--- src/rtl/spi_slave_param.sv ---
// Oversampled SPI slave: four CPOL/CPHA modes, parametrised width/bit order; `SPI_SLAVE_RX_FIFO_EN adds an rx FIFO with rx_ready/rx_overrun.
// Latency: rx word one clk after the synced last sample edge; backpressure: tx valid/ready, rx none (or FIFO + overrun drop).
module spi_slave_param #(
  parameter int                    DATA_WIDTH    = 8,
  parameter bit                    LSB_FIRST     = 1'b0,
  parameter int                    SYNC_STAGES   = 2,
  parameter logic [DATA_WIDTH-1:0] TX_IDLE_WORD  = '1,
  parameter int                    RX_FIFO_DEPTH = 4
) (
  input  logic                  clk,
  input  logic                  reset,
  input  logic [1:0]            mode,
  input  logic                  sclk,
  input  logic                  cs_n,
  input  logic                  mosi,
  output logic                  miso,
  output logic                  miso_oe,
  input  logic [DATA_WIDTH-1:0] tx_data,
  input  logic                  tx_valid,
  output logic                  tx_ready,
  output logic [DATA_WIDTH-1:0] rx_data,
  output logic                  rx_valid,
`ifdef SPI_SLAVE_RX_FIFO_EN
  input  logic                  rx_ready,
  output logic                  rx_overrun,
`endif
  output logic                  busy,
  output logic                  tx_underrun
);

  localparam int CW = $clog2(DATA_WIDTH);

  if (DATA_WIDTH < 2 || SYNC_STAGES < 2 || RX_FIFO_DEPTH < 2 ||
      (RX_FIFO_DEPTH & (RX_FIFO_DEPTH - 1)) != 0) begin : g_param_check
    $error("spi_slave_param: illegal parameter value");
  end

  typedef enum logic {IDLE, ACTIVE} state_t;
  state_t state, state_d;

  logic [SYNC_STAGES-1:0] sclk_q, cs_q, mosi_q;
  logic                   sclk_s, cs_s, mosi_s, sclk_prev;
  logic                   armed, cpol, cpha, tx_full;
  logic [CW-1:0]          bit_cnt;
  logic [DATA_WIDTH-1:0]  tx_sh, rx_sh, tx_buf, load_word, rx_next;
  logic                   in_frame, lead_e, trail_e, sample_e, shift_e;
  logic                   start, stop, word_done, load;

  function automatic logic first_bit(input logic [DATA_WIDTH-1:0] w);
    return LSB_FIRST ? w[0] : w[DATA_WIDTH-1];
  endfunction

  function automatic logic [DATA_WIDTH-1:0] advance(input logic [DATA_WIDTH-1:0] w);
    return LSB_FIRST ? (w >> 1) : (w << 1);
  endfunction

  // cs chain resets low so a reset taken mid-frame cannot look like a fresh assertion
  always_ff @(posedge clk) begin
    if (reset) begin
      sclk_q    <= '0;
      cs_q      <= '0;
      mosi_q    <= '0;
      sclk_prev <= 1'b0;
    end else begin
      sclk_q    <= {sclk_q[SYNC_STAGES-2:0], sclk};
      cs_q      <= {cs_q[SYNC_STAGES-2:0], cs_n};
      mosi_q    <= {mosi_q[SYNC_STAGES-2:0], mosi};
      sclk_prev <= sclk_s;
    end
  end

  assign sclk_s = sclk_q[SYNC_STAGES-1];
  assign cs_s   = cs_q[SYNC_STAGES-1];
  assign mosi_s = mosi_q[SYNC_STAGES-1];

  assign lead_e    = cpol ? (sclk_prev & ~sclk_s) : (~sclk_prev & sclk_s);
  assign trail_e   = cpol ? (~sclk_prev & sclk_s) : (sclk_prev & ~sclk_s);
  assign in_frame  = (state == ACTIVE) && !cs_s;
  assign sample_e  = in_frame && (cpha ? trail_e : lead_e);
  assign shift_e   = in_frame && (cpha ? lead_e : trail_e);
  assign word_done = sample_e && (bit_cnt == CW'(DATA_WIDTH - 1));
  assign start     = (state == IDLE) && armed && !cs_s;
  assign stop      = (state == ACTIVE) && cs_s;
  assign load      = start || word_done;
  assign load_word = tx_full ? tx_buf : TX_IDLE_WORD;
  assign rx_next   = LSB_FIRST ? {mosi_s, rx_sh[DATA_WIDTH-1:1]}
                               : {rx_sh[DATA_WIDTH-2:0], mosi_s};
  assign tx_ready  = !tx_full;

  always_ff @(posedge clk) begin
    if (reset) state <= IDLE;
    else       state <= state_d;
  end

  always_comb begin
    state_d = state;
    case (state)
      IDLE:    if (start) state_d = ACTIVE;
      ACTIVE:  if (stop)  state_d = IDLE;
      default: state_d = IDLE;
    endcase
  end

  always_ff @(posedge clk) begin
    if (reset) begin
      armed       <= 1'b0;
      cpol        <= 1'b0;
      cpha        <= 1'b0;
      bit_cnt     <= '0;
      tx_sh       <= '0;
      rx_sh       <= '0;
      tx_buf      <= '0;
      tx_full     <= 1'b0;
      miso        <= 1'b0;
      miso_oe     <= 1'b0;
      busy        <= 1'b0;
      tx_underrun <= 1'b0;
    end else begin
      tx_underrun <= load && !tx_full;
      if (cs_s)       armed <= 1'b1;
      else if (start) armed <= 1'b0;

      // load sees the old buffer, so an accept in the same cycle is kept for the next word
      if (tx_valid && !tx_full) begin
        tx_buf  <= tx_data;
        tx_full <= 1'b1;
      end else if (load) begin
        tx_full <= 1'b0;
      end

      if (start) begin
        cpol    <= mode[1];
        cpha    <= mode[0];
        bit_cnt <= '0;
        rx_sh   <= '0;
        busy    <= 1'b1;
        miso_oe <= 1'b1;
        if (mode[0]) begin
          tx_sh <= load_word;
        end else begin
          miso  <= first_bit(load_word);
          tx_sh <= advance(load_word);
        end
      end else if (stop) begin
        busy    <= 1'b0;
        miso_oe <= 1'b0;
        miso    <= 1'b0;
      end else begin
        if (sample_e) begin
          rx_sh   <= rx_next;
          bit_cnt <= word_done ? '0 : bit_cnt + 1'b1;
        end
        // the reloaded word is presented by the following shift edge
        if (word_done) begin
          tx_sh <= load_word;
        end else if (shift_e) begin
          miso  <= first_bit(tx_sh);
          tx_sh <= advance(tx_sh);
        end
      end
    end
  end

`ifdef SPI_SLAVE_RX_FIFO_EN
  localparam int AW = $clog2(RX_FIFO_DEPTH);

  logic [DATA_WIDTH-1:0] mem [RX_FIFO_DEPTH];
  logic [AW:0]           wp, rp;
  logic                  empty, full, pop, push;

  assign empty    = (wp == rp);
  assign full     = (wp[AW] != rp[AW]) && (wp[AW-1:0] == rp[AW-1:0]);
  assign pop      = !empty && rx_ready;
  assign push     = word_done && (!full || pop);
  assign rx_valid = !empty;
  assign rx_data  = empty ? '0 : mem[rp[AW-1:0]];

  always_ff @(posedge clk) begin
    if (push) mem[wp[AW-1:0]] <= rx_next;
  end

  always_ff @(posedge clk) begin
    if (reset) begin
      wp         <= '0;
      rp         <= '0;
      rx_overrun <= 1'b0;
    end else begin
      if (push) wp <= wp + 1'b1;
      if (pop)  rp <= rp + 1'b1;
      rx_overrun <= word_done && !push;
    end
  end
`else
  always_ff @(posedge clk) begin
    if (reset) begin
      rx_data  <= '0;
      rx_valid <= 1'b0;
    end else begin
      rx_valid <= word_done;
      if (word_done) rx_data <= rx_next;
    end
  end
`endif

endmodule

--- config.mk ---
export PLATFORM = sky130hd
export DESIGN_NAME = spi_slave_param
export DESIGN_NICKNAME = d
export VERILOG_FILES = /design/src/rtl/spi_slave_param.sv
export SDC_FILE = /design/constraint.sdc
export NUM_CORES = 1
export LEC_CHECK = 0
export BUFFER_PORTS_ARGS = -buffer_cell sky130_fd_sc_hd__buf_2
export CAP_MARGIN = 10
export CORE_ASPECT_RATIO = 1.2
export CORE_MARGIN = 5
export CORE_UTILIZATION = 45
export CTS_CLUSTER_SIZE = 30
export DETAILED_ROUTE_END_ITERATION = 10
export PLACE_DENSITY = 0.61
export SLEW_MARGIN = 30
export SYNTH_ARGS = -nofsm -noshare
export SYNTH_HDL_FRONTEND = slang
export SYNTH_SLANG_ARGS = --single-unit
--- constraint.sdc ---
create_clock -name clk -period 1.93 [get_ports clk]
set_input_delay 0.0965 -clock clk [delete_from_list [all_inputs] [get_ports clk]]
set_output_delay 0.0965 -clock clk [all_outputs]
set_load 0.02 [all_outputs]
; After elaboration in Yosys (flattened, before gate mapping)
; Index checks and enable logic that the tools add are counted.
[word_totals]
elab_cells = 75
in_bits = 16
regBits = 50
[classes]
muxes = 25
n_reduce_logical = 21
bitwise = 6
n_eq_ne = 4
add_sub_neg = 1
[ops]
columns = op, n
row1 = two-way mux 8 bit, 6
row2 = two-way mux 1 bit, 17
row3 = logical AND 1 bit, 9
row4 = nonzero test 2 bit, 3
row5 = nonzero test 3 bit, 2
row6 = "!= test 2 bit, second input constant", 2
row7 = NOT 1 bit, 4
row8 = AND reduction 2 bit, 2
row9 = "adder 3 x 1 -> 3 bit, second input constant", 1
row10 = "== test 3 bit, second input constant", 1
row11 = two-way mux 3 bit, 1
row12 = "!= test 3 bit, second input constant", 1
row13 = AND reduction 3 bit, 1
row14 = bitwise AND 1 bit, 2
row15 = zero test 1 bit, 2
row16 = case mux 1 bit (2 select lines), 1
row17 = OR reduction 2 bit, 1
row18 = logical OR 1 bit, 1

; Longest topological paths before layout
[depth]
ltp_word = 9
ltp_mapped = 7

; Least setup slack after synthesis
; OpenSTA, ideal clock, no wires.
[synth_timing]
kind = register to register
from = reg cs_q[1]
to = reg tx_sh[6]
n_path_buf = 2
slack_ps = 322
synth_period_minus_slack_ps = 1608
t_arrival_ps = 1534
path_stages_with_launch = 8
cell_sequence = dfxtp_1 buf_2 nand4bb_1 mux2_4 nor2_4 buf_2 o21ai_0 a31oi_1
[synth_between]
elab_chain_len = 7
[synth_lines]
columns = item, line
row1 = start: declaration, 41  ; logic [SYNC_STAGES-1:0] sclk_q, cs_q, mosi_q;
row2 = start signal: assignment, 66  ; cs_q <= {cs_q[SYNC_STAGES-2:0], cs_n};
row3 = zero test 1 bit, "78, 82"
row4 = logical AND 1 bit, 78  ; assign in_frame = (state == ACTIVE) && !cs_s;
row5 = logical AND 1 bit, 79  ; assign sample_e = in_frame && (cpha ? trail_e : lead_e);
row6 = logical AND 1 bit, 81  ; assign word_done = sample_e && (bit_cnt == CW'(DATA_WIDTH - 1));
row7 = two-way mux 8 bit, 154  ; if (word_done) begin
row8 = two-way mux 8 bit, 144  ; end else if (stop) begin
row9 = two-way mux 8 bit, 131  ; if (start) begin
row10 = end signal: assignment, 142  ; tx_sh <= advance(load_word);
row11 = end signal: assignment, 155  ; tx_sh <= load_word;
row12 = end signal: assignment, 158  ; tx_sh <= advance(tx_sh);
row13 = end: declaration, 45  ; logic [DATA_WIDTH-1:0] tx_sh, rx_sh, tx_buf, load_word, rx_next;
; Parallel ways exist; a longest one is shown, timed or not. The select of a mux whose other input is x is not followed.
; A chain may end at the register's enable or synchronous reset.

; Worst setup path after layout
[layout_timing]
from = reg cpha
to = reg tx_sh[0]
[layout_between]
elab_chain_len = 6
[layout_lines]
columns = item, line
row1 = start: declaration, 43  ; logic armed, cpol, cpha, tx_full;
row2 = start signal: assignment, 133  ; cpha <= mode[0];
row3 = two-way mux 1 bit, 79
row4 = logical AND 1 bit, 79
row5 = logical AND 1 bit, 81
row6 = two-way mux 8 bit, 154
row7 = two-way mux 8 bit, 144
row8 = two-way mux 8 bit, 131
; Parallel ways exist; a longest one is shown, timed or not. The select of a mux whose other input is x is not followed.

==> qor.yml <==
nFillCells: 472
ys_top_cells_by_count: "63 x nand2_1, 50 x dfxtp_1, 40 x a21oi_1, 14 x nor2_1, 10 x inv_1"
netSwitchingPower_mw: 0.450
grt_pass1_vias: 1587
cts_tree: "done"
rsz0062_at_grt: "no"
synthCells: 253
fp.dieH_um: 84.9
start_util_pct: 46.1
numCtsBuffers: 5
clk_pin_slew_worst_paths_ns: 0.09
clk_latency_ns: 0.30
drive_gt1_share_pct: 18.5
finalWirelength_um: 4250
synth_edf_count: 0
power_density_mw_per_mm2: 766
multi_input_area_um2: 993
cts_num_sinks: 50
port_buffers: 29
insertedDiodeCount: 0
p_int_mw: 1.42
worstPathCellList: "xnor2_2 > mux2i_2 > nand2_1 > o2bb2ai_1 > a21oi_1"
hold_viol_final: 0
grt_pass1_wl_um: 7290
period_minus_slack_ns: 1.78
stdcell_count: 345
vias_per_cell: 4.98
syn_nets: 271
end_kind: "register"
p_comb_share_pct: 8.7
regArea_mm2: 0.00100
relSlewSlack_pct: 61.3
cts_root_buf: "clkbuf_8"
p_leak_nw: 0.960
grt_util_all_layers_pct: 14.7
drt-met1-wl_um: 2070
ys_types: 36
dr.pass1.iters: 4
dieArea_mm2: 0.00615
synth_area_mm2: 0.00210
yosysSeqAreaShare_pct: 47.6
grt_max_degree: 24
met2_length_um: 1950
routabilityCongestion: 0.765
hp-class: "input port to register"
cp_slowest_cell: "mux2i_2"
vdd_drop_max_uv: 523
cts_max_level: 2
switching_share_pct: 24.1
core_area_mm2: 0.00456
yosys.cell_count.top_type: "nand2_1"
synthTopCellsByArea: "dfxtp_1 48%, nand2_1 11%, a21oi_1 9.5%"
yosysTopAreaCellShare_pct: 47.6
drtIter0Drc: 118
fmax_mhz: 561
wire_per_inst_um: 12.3
pwr-share-clk_pct: 33.3
dp_cells: 334
synth.avg_cell_area_um2: 8.32
report.final.setup_viol: 0
startpoint_type: "register"
dr_total_vias: 1718
power_frac_seq_pct: 58.0
maxUsedRoutingLayer: "met4"
synth-async-reset-ratio_pct: 0
antenna_found_initial: 0
syn_to_final_growth_pct: 15.9
grt_overflow: 0
timing.hold.ws_ns: 0.0343
cp_data_required_time_ns: 2.16
rows: 27
maxCapViolCount: 0
yosys_warnings: 0
slowest_delay_ns: 0.42
drc: 0
fin_crit_sh_pct: 92.4
slew_viol_final: 0
hpwl_um: 2940
crit_fanout: 10
nets: 304
status: "finished clean"
die-width_um: 72.4
cp.arrival_ns: 2.02
cts_buffer_depth: 2
tns_ns: 0
wl_met3_um: 181
io_pins: 30
synth_seq_cells: 50
fin_worst_skew_ns: 0.00379
criticalPathCategory: "register to register"
drtAntennaViolNets: 0
yosysTopAreaCell: "dfxtp_1"
synthFlopType: "dfxtp_1"
tightestPinTransition_ns: 0.579
cells by family (layout without fill, tap and decap cells):
group                      after synthesis  count (layout)  share of synthesized area [%]
and+or+nand+nor                         98              98                           20.8
AOI/OAI and AO/OA                       66              66                           18.8
DFF                                     50              50                           47.6
buffers and inverters                   25              59                           5.23
muxes                                   10              10                           5.17
adders and majority gates                2               2                           1.19
xor gates and xnor gates                 2               2                           1.19
worst paths after layout:
check        slack [ns]               start                      to  cells past startpoint
max                0.15   cpha$_SDFFE_PP0P_   tx_sh[0]$_SDFFE_PP0P_                      5
min                0.03          tx_data[6]  tx_buf[6]$_SDFFE_PP0P_                      3
max reg2reg        0.15   cpha$_SDFFE_PP0P_   tx_sh[0]$_SDFFE_PP0P_                      5
min reg2reg        0.44  cs_q[0]$_SDFF_PP0_      cs_q[1]$_SDFF_PP0_                      1
layout by cell type, fill, tap and decap left out, types with 2 or more instances in the layout:
cell type / count
nor3_1: 3
a31oi_1: 7
dlygate4sd3_1: 3
ha_1: 2
nor2_1: 14
dfxtp_1: 50
a21o_1: 6
nor2b_1: 8
a21oi_1: 40
inv_1: 10
nand2b_1: 3
nand4bb_1: 2
clkbuf_8: 6
buf_2: 29
o21ai_0: 6
mux2i_1: 8
nand2_1: 63
buf_4: 8
flip-flops by register name (all words and copies together) (netlist names), 2 cells and up:
signal   flops
mosi_q       2
tx_buf       8
cs_q         2
bit_cnt      3
rx_data      8
sclk_q       2
tx_sh        8
rx_sh        7
power by group through the flow:
stage,clock [mW],sequential [mW],combinational [mW]
CTS,0.643,1.08,0.164
global route,0.687,1.09,0.184
floorplan,0,1.10,0.114
finish,0.623,1.08,0.162
global placement,0,1.11,0.158
detailed placement,0,1.11,0.159
critical path, delay by kind of cell, from the launching register on:
| family | cells | cell delay [ns] |
|---|---|---|
| flip-flops | 1 | 0.35 |
| XOR/XNOR | 1 | 0.29 |
| multiplexers | 1 | 0.42 |
| AND/OR/NAND/NOR | 1 | 0.34 |
| AO/OA/AOI/OAI | 2 | 0.33 |
final cells by class:
type / instances / area share, %
Sequential cell: 50 / 41.0
Multi-Input combinational cell: 178 / 40.7
Timing Repair Buffer: 40 / 9.65
Clock buffer: 6 / 3.39
Tap cell: 58 / 2.98
Inverter: 11 / 1.69
Clock inverter: 2 / 0.513
repair_timing:
action,4_1_cts,5_1_grt
resized for setup,0,0
hold buffers,3,0
setup endpoints to repair,0,0
hold endpoints to repair,3,0
buffers inserted,0,0
stage by stage:
step	worst slack (ns)	power (mW)	cell area, µm²	utilization [%]
4_1_cts	0.115	1.89	2440	53.5
3_5_place_dp	0.142	1.27	2310	50.7
6_report	0.147	1.87	2440	53.5
3_3_place_gp	0.200	1.27	2310	50.7
2_1_floorplan	0.322	1.22	2100	-
5_1_grt	0.0325	1.96	2440	53.5
per-layer routing:
layer | global-route usage [%] | vias to the layer above
met5 | 0 | -
met4 | 5.03 | 0
met3 | 3.67 | 5
met2 | 22.9 | 26
met1 | 19.8 | 773
li1 | - | 914
Note: power is estimated with default switching activity, not from simulation.
